--- src/rtl/mem_port_arbiter.sv ---
// Round-robin front-end that shares one RAMHelper port among NCH requestors.
// Each transaction runs accept -> RAM access -> response, three cycles in all.
module mem_port_arbiter #(
  parameter int          NCH  = 2,
  parameter logic [63:0] BASE = 64'h8000_0000
) (
  input  logic              clock,
  input  logic              reset,
  input  logic [NCH-1:0]    req_valid,
  output logic [NCH-1:0]    req_ready,
  input  logic [NCH*64-1:0] req_addr,
  input  logic [NCH-1:0]    req_wen,
  input  logic [NCH*2-1:0]  req_size,
  input  logic [NCH-1:0]    req_signed,
  input  logic [NCH*64-1:0] req_wdata,
  output logic [NCH-1:0]    resp_valid,
  output logic [63:0]       resp_rdata,
  output logic              resp_err,
  output logic [63:0]       ram_ridx,
  input  logic [63:0]       ram_rdata,
  output logic [63:0]       ram_widx,
  output logic [63:0]       ram_wdata,
  output logic [63:0]       ram_wmask,
  output logic              ram_wen
);

  // Handshake: a request is taken on a cycle where req_valid[k] && req_ready[k];
  // req_ready is one-hot, only in S_IDLE, and may be withdrawn freely by the requestor.

  localparam int CW = (NCH > 1) ? $clog2(NCH) : 1;

  typedef enum logic [1:0] {
    S_IDLE = 2'd0,
    S_MEM  = 2'd1,
    S_RESP = 2'd2
  } state_t;

  state_t        state, state_next;
  logic [CW-1:0] rr_ptr;
  logic [CW-1:0] gnt_id;
  logic          gnt_any;
  logic          accept;

  logic [CW-1:0] id_q;
  logic [63:0]   addr_q;
  logic [63:0]   idx_q;
  logic          wen_q;
  logic [1:0]    size_q;
  logic          signed_q;
  logic [63:0]   wdata_q;

  logic [63:0]   sel_addr;
  logic [2:0]    off;
  logic [5:0]    lane_shift;
  logic          misaligned;
  logic [63:0]   base_mask;
  logic [63:0]   sh;
  logic [63:0]   ext;

  // Search from rr_ptr upward, wrapping, for the first valid channel.
  always_comb begin
    int c;
    logic [CW-1:0] cand;
    c       = 0;
    cand    = '0;
    gnt_any = 1'b0;
    gnt_id  = '0;
    for (int i = 0; i < NCH; i++) begin
      c    = (int'(rr_ptr) + i) % NCH;
      cand = CW'(c);
      if (!gnt_any && req_valid[cand]) begin
        gnt_any = 1'b1;
        gnt_id  = cand;
      end
    end
  end

  assign accept   = (state == S_IDLE) && gnt_any && !reset;
  assign sel_addr = req_addr[{gnt_id, 6'b000000} +: 64];

  always_comb begin
    req_ready = '0;
    if (accept) req_ready[gnt_id] = 1'b1;
  end

  always_ff @(posedge clock) begin
    if (reset) begin
      state    <= S_IDLE;
      rr_ptr   <= '0;
      id_q     <= '0;
      addr_q   <= '0;
      idx_q    <= '0;
      wen_q    <= 1'b0;
      size_q   <= 2'd0;
      signed_q <= 1'b0;
      wdata_q  <= '0;
    end else begin
      state <= state_next;
      if (accept) begin
        id_q     <= gnt_id;
        addr_q   <= sel_addr;
        idx_q    <= (sel_addr - BASE) >> 3;
        wen_q    <= req_wen[gnt_id];
        size_q   <= req_size[{gnt_id, 1'b0} +: 2];
        signed_q <= req_signed[gnt_id];
        wdata_q  <= req_wdata[{gnt_id, 6'b000000} +: 64];
        rr_ptr   <= (gnt_id == CW'(NCH - 1)) ? '0 : gnt_id + 1'b1;
      end
    end
  end

  always_comb begin
    state_next = state;
    case (state)
      S_IDLE:  if (accept) state_next = S_MEM;
      S_MEM:   state_next = S_RESP;
      S_RESP:  state_next = S_IDLE;
      default: state_next = S_IDLE;
    endcase
  end

  assign off        = addr_q[2:0];
  assign lane_shift = {off, 3'b000};

  always_comb begin
    misaligned = 1'b0;
    base_mask  = 64'h0000_0000_0000_00ff;
    case (size_q)
      2'd0: begin misaligned = 1'b0;          base_mask = 64'h0000_0000_0000_00ff; end
      2'd1: begin misaligned = addr_q[0];     base_mask = 64'h0000_0000_0000_ffff; end
      2'd2: begin misaligned = |addr_q[1:0];  base_mask = 64'h0000_0000_ffff_ffff; end
      default: begin misaligned = |addr_q[2:0]; base_mask = 64'hffff_ffff_ffff_ffff; end
    endcase
  end

  // Load data: bring the addressed byte down to lane 0, then extend.
  assign sh = ram_rdata >> lane_shift;

  always_comb begin
    ext = '0;
    case (size_q)
      2'd0: ext = signed_q ? {{56{sh[7]}},  sh[7:0]}  : {56'd0, sh[7:0]};
      2'd1: ext = signed_q ? {{48{sh[15]}}, sh[15:0]} : {48'd0, sh[15:0]};
      2'd2: ext = signed_q ? {{32{sh[31]}}, sh[31:0]} : {32'd0, sh[31:0]};
      default: ext = sh;
    endcase
  end

  assign ram_ridx = idx_q;
  assign ram_widx = idx_q;

  always_comb begin
    ram_wen    = 1'b0;
    ram_wmask  = '0;
    ram_wdata  = '0;
    resp_valid = '0;
    resp_err   = 1'b0;
    resp_rdata = '0;
    if (!reset && state == S_MEM && wen_q) begin
      ram_wdata = wdata_q << lane_shift;
      ram_wmask = base_mask << lane_shift;
      ram_wen   = !misaligned;
    end
    if (!reset && state == S_RESP) begin
      resp_valid[id_q] = 1'b1;
      resp_err         = misaligned;
      if (!wen_q && !misaligned) resp_rdata = ext;
    end
  end

endmodule

--- config.mk ---
export PLATFORM = sky130hd
export DESIGN_NAME = mem_port_arbiter
export DESIGN_NICKNAME = d
export VERILOG_FILES = /design/src/rtl/mem_port_arbiter.sv
export SDC_FILE = /design/constraint.sdc
export NUM_CORES = 1
export LEC_CHECK = 0
export ABC_AREA = 1
export BUFFER_PORTS_ARGS = -buffer_cell sky130_fd_sc_hd__buf_2
export CAP_MARGIN = 10
export CORE_AREA = 2 2 255 257
export CTS_CLUSTER_DIAMETER = 30
export CTS_CLUSTER_SIZE = 12
export DETAILED_ROUTE_END_ITERATION = 7
export DIE_AREA = 0 0 257 259
export PLACE_DENSITY_LB_ADDON = 0.1
export RECOVER_POWER = 100
export SLEW_MARGIN = 5
export SYNTH_ARGS = -nofsm -noshare
export SYNTH_HDL_FRONTEND = slang
export SYNTH_SLANG_ARGS = --single-unit
--- constraint.sdc ---
create_clock -name clock -period 5.12 [get_ports clock]
set_input_delay 0.512 -clock clock [delete_from_list [all_inputs] [get_ports clock]]
set_output_delay 0.512 -clock clock [all_outputs]
set_load 0.01 [all_outputs]
# After elaboration in Yosys (flattened, before gate mapping)
# Index checks and enable logic that the tools add are counted.
[totals] romBits=0 memories=0 input_bits=332 latch_bits=0 ff_bits=136 ram_bits=0 word_cells=79 output_inout_bits=326
[classes] eq_ne=5 muxes=33 addsub=3 magnitude_cmp=6 n_shift=6 mul=0 n_reduce_logical=17 bitwise_logic=0 n_div=0
[ops] operator="two-way mux 64 bit" n=7
[ops] operator="case mux 64 bit (3 select lines)" n=2
[ops] operator="indexed part select 128 x 8 -> 64 bit" n=2
[ops] operator="left shift 64 x 6 -> 64 bit" n=2
[ops] operator="right shift 64 x 6 -> 64 bit" n=1
[ops] operator="subtractor 64 x 32 -> 64 bit (second input constant)" n=1
[ops] operator="two-way mux 1 bit" n=17
[ops] operator="logical AND 1 bit" n=9
[ops] operator="< comparator 1 x 2 -> 1 bit (second input constant)" n=4
[ops] operator="two-way mux 2 bit" n=3
[ops] operator="== test 2 x 1 -> 1 bit (second input constant)" n=2
[ops] operator="== test 2 bit (second input constant)" n=2
[ops] operator="zero test 1 bit" n=4
[ops] operator="zero test 2 bit" n=2
[ops] operator="case mux 2 bit (2 select lines)" n=1
[ops] operator="indexed part select 4 x 3 -> 2 bit" n=1
[ops] operator="case mux 1 bit (3 select lines)" n=1
[ops] operator="OR reduction 3 bit" n=1
[ops] operator="adder 1 bit (second input constant)" n=2
[ops] operator="demux 1 bit (select 1 bit)" n=2
[ops] operator=">= comparator 1 bit (second input constant)" n=2
[ops] operator="!= test 2 bit (second input constant)" n=1
[ops] operator="OR reduction 2 bit" n=1

# Depth between registers and ports, before layout
[depth] ltp_word=11 ltp_mapped=16 mapped_depth_nobuf=15

# Least setup slack after synthesis
# OpenSTA, ideal clock, no wires.
[synth_path] path_type="reg-to-output" from="reg addr_q[1]" to="out ram_wmask[49]" slack_ns=2.450 path_stages_with_launch=8 arrival_time_ns=2.158 n_path_buf=4 required_ns=4.608 cell_sequence="dfxtp_1 -> buf_2 -> inv_2 -> buf_2 -> clkbuf_1 -> a21oi_1 -> a221oi_1 -> buf_4"
[synth_between] elab_chain_len=2
[synth_rtl] element="from (decl)" line_no="45" source="logic [63:0] addr_q;"
[synth_rtl] element="from (signal assigned)" line_no="101" source="addr_q <= sel_addr;"
[synth_rtl] element="left shift 64 x 6 -> 64 bit" line_no="161" source="ram_wmask = base_mask << lane_shift;"
[synth_rtl] element="two-way mux 64 bit" line_no="159" source="if (!reset && state == S_MEM && wen_q) begin"
[synth_rtl] element="to (decl)" line_no="23" source="output logic [63:0] ram_wmask,"
# No other way between the ends.

# Worst setup path after layout
[layout_path] from="reg addr_q[2]" to="out resp_rdata[29]"
[layout_between] elab_chain_len=6 elab_cells_between_ends=11 cone_classes="1 x shift; 7 x mux; 3 x reduce/logical"
[layout_rtl] element="parallel branches: the longest is 4 deep, another holds right shift 64 x 6 -> 64 bit"
[layout_rtl] element="two-way mux 64 bit *" line_no="167" source="if (!wen_q && !misaligned) resp_rdata = ext;"
[layout_rtl] element="two-way mux 64 bit *" line_no="164" source="if (!reset && state == S_RESP) begin"
[layout_rtl] element="to (decl)" line_no="17" source="output logic [63:0] resp_rdata,"
# Every way passes the cells marked *.

==> reports/metrics.cfg <==
[global_routing]
grtUsageTotal_pct = 19.9
antenna_violations_before_repair = 15
first_global_vias = 15000
wire_length_of_the_first_global_routing_pass_mm = 99.2
largest_net_degree_at_the_start_of_global_routing = 89
grt-ovfl-total = 0

[floorplanning]
fp-row-count = 93
core_area_um2 = 63900
design.die.area_um2 = 66600
fp.dieH_um = 259
io_pins = 658
initial_utilization_pct = 19.2
die_x_um = 257

[cts]
cts_repair_resize_count = 0
cts_tree = done
hold_buffers = 0
worstSkewPairLatency_ps = 460
post_cts_buffers = 0
ctsLongestPathBuffers = 2
cts_num_sinks = 136
clockRootBuffer = clkbuf_16
htree_num_levels = 4
tritoncts.num_buffers = 17
worst_setup_hold_path_clk_slew_ps = 70

[synth]
yosys-top-cells-area = dfxtp_1, nand2_1, buf_4, o21ai_0, a31oi_1
ys_warn_count = 0
yosys_register_bits = 136
synth_seq_area_share_pct = 22.2
netlist-cell-type-count = 43
synth_top_area_share_pct = 22.2
ys_dominant_reg_cell = dfxtp_1
total_standard_cell_area_after_synthesis_um2 = 12300
synth-async-reset-ratio_pct = 0
synth_cells = 2066
synth_enable_flop_cells = 0
synth_area_per_cell_um2 = 5.94
synth.largest_area_cell = dfxtp_1

[status]
violations_in_the_final_reports = max-capacitance violations, max-slew violations
result_of_the_run = finished with violations

[job]
max_cap_violations = 2

[critical_path]
critical_path.startpoint_type = register
critPathMaxFanout = 23
crit_arrival_ps = 3800
ff2ff_path_depth = 7
critical_path_required_ps = 4610
worst-setup-path-type = reg2out
critPathCaptureType = output port

[detailed_routing]
drt_iter0_markers = 946
count_of_nets_left_with_antenna_violations_after_detail_routing = 0
detail_route.first_pass.iterations = 6
vias = 15300
routed_vias_inst = 4.51
routed_wirelength_mm = 69.1
detail_route.drc_violations = 0
avgRoutedWirePerCell_um = 20.4

[timing]
setup_violations = 0
setup_repair_after_global_routing_missed_its_margin = false
number_of_max_slew_violations_in_the_final_report = 104
worst_clock_skew_ps = 14.1
hold_viol = 0
holdWs_ps = 309
tightestPinTransition_ps = 1830
max_slew_margin_pct = -22.3
final_period_minus_worst_setup_slack_ps = 4310
max_freq_mhz = 232
tns_ps = 0
final_period_util_pct = 84.2

[layout]
area_delta_synth_final_pct = 25.2
number_of_filler_cells_placed_in_the_layout = 7663
fin_nets = 2838
drive_gt1_share_pct = 19.3

[power_and_ir_drop]
power-per-cell-area_nw_per_um2 = 233
power.total_uw = 3580
power_leakage_uw = 0.00677
ir_worst_vdd_mv = 0.202

[worst_hold_path]
timing.hold.worst.class = in2reg
timing.hold.worst_path_depth = 3

[placed_design]
detailed_place_hpwl_mm = 55.0
globalplace.congestion = 0.896
io_buffer_count = 651

critical path, stage by stage, from the launching register on:
cell and delay [ps]:
dfxtp_1 700, clkinv_1 640, nand2_1 240, o21ai_0 170, inv_2 90, nor2_1 40, nand2_1 350, inv_1 510
o21ai_0 320, inv_1 110, clkbuf_1 150
cells in the mapped netlist (2+ instances only):
| library cell | count |
|---|---|
| nand2_1 | 712 |
| inv_1 | 167 |
| o21ai_0 | 156 |
| nor2_1 | 148 |
| buf_4 | 142 |
| dfxtp_1 | 136 |
| a31oi_1 | 103 |
| a21oi_1 | 66 |
| nand3_1 | 63 |
| clkbuf_1 | 61 |
| buf_2 | 43 |
| mux2i_1 | 38 |
| nor3_2 | 31 |
| nand3b_1 | 28 |
| a22oi_1 | 20 |
| o21a_1 | 17 |
| or2_2 | 16 |
| o211ai_1 | 15 |
| inv_2 | 10 |
| nor2_2 | 10 |
| buf_6 | 9 |
| o21ai_1 | 9 |
| o22ai_1 | 8 |
| buf_1 | 7 |
| nand2_2 | 7 |
| o21ai_2 | 5 |
| nand2_4 | 4 |
| nor2_4 | 4 |
| nor3_1 | 4 |
| o311ai_0 | 4 |
| o31ai_1 | 4 |
| o21bai_1 | 3 |
| o2bb2ai_1 | 3 |
| a211oi_1 | 2 |
| clkinv_1 | 2 |
| xor2_1 | 2 |
power by group:
part | switching [uW] | total (uW) | internal, uW
clock network | 572 | 1270 | 702
registers | 107 | 1250 | 1150
logic | 689 | 1050 | 362
final cells by class:
type	instances	area [um^2]	share of cell area, %
diodes	10	25.0	0.163
clock buffers	20	458	2.98
clock inverters	12	115	0.749
inverters	179	672	4.37
multi-input cells	1494	7210	46.9
flip-flops and latches	136	2730	17.8
well taps	855	1070	6.96
repair buffers	677	3090	20.1
state kept, by name (all words and copies together) (netlist names):
name and count:
rr_ptr 1, id_q 1, size_q 2, state 2, signed_q 1, wdata_q 64, wen_q 1, addr_q 3
ram_ridx 61
worst paths after layout:
path | end | from | slack, ps
worst min-delay path | ram_ridx[18] | req_addr[21] | 310
worst max register to register | addr_q[2] | rr_ptr | 1030
worst min register to register | state[1] | state[1] | 470
worst max-delay path | resp_rdata[29] | addr_q[2] | 810
kinds of logic (layout without fill, tap and decap cells):
| family | after synthesis | after routing | synth area share (%) |
|---|---|---|---|
| buffers and inverters | 441 | 888 | 18.8 |
| AO/OA/AOI/OAI | 418 | 418 | 19.9 |
| other | 1 | 16 | 0.0305 |
| adder cells (fa/ha/maj) | 1 | 1 | 0.102 |
| multiplexers | 38 | 38 | 3.10 |
| AND/OR/NAND/NOR | 1028 | 1028 | 35.7 |
| XOR/XNOR | 3 | 3 | 0.214 |
| flip-flops | 136 | 136 | 22.2 |
metal layers:
layer  global-route usage (%)  vias to the layer above  part of all wire, %
li1                         -                     7467                    -
met1                     23.9                     7173                   42
met2                     35.2                      545                   50
met3                     3.64                       79                  5.5
met4                     7.15                        8                  2.9
met5                        0                        -                0.082
through the flow:
stage | std cells | cell area (um^2) | utilization [%] | setup WS [ps]
2_1_floorplan | 2071 | 12300 | - | 2450
3_3_place_gp | 3341 | 15200 | 23.8 | 1740
3_5_place_dp | 3341 | 15200 | 23.8 | 1780
4_1_cts | 3373 | 15800 | 24.7 | 1310
5_1_grt | 3379 | 15400 | 24.1 | 553
6_report | 3383 | 15400 | 24.1 | 808
cells in the final DEF (no fill, tap or decap), types with 7 or more instances in the layout:
cell,instances
a22oi_1,20
nand3b_1,28
o21a_1,17
nor3_2,28
buf_4,22
clkbuf_1,294
or2_2,16
nor2_1,154
nor3_1,7
a31oi_1,103
inv_2,7
dfxtp_1,134
nand2_1,714
a21oi_1,67
diode_2,10
o21ai_0,162
buf_2,360
nand3_1,63
o211ai_1,15
mux2i_1,38
clkbuf_16,18
inv_1,170
o22ai_1,8
Note: power is estimated with default switching activity, not from simulation.
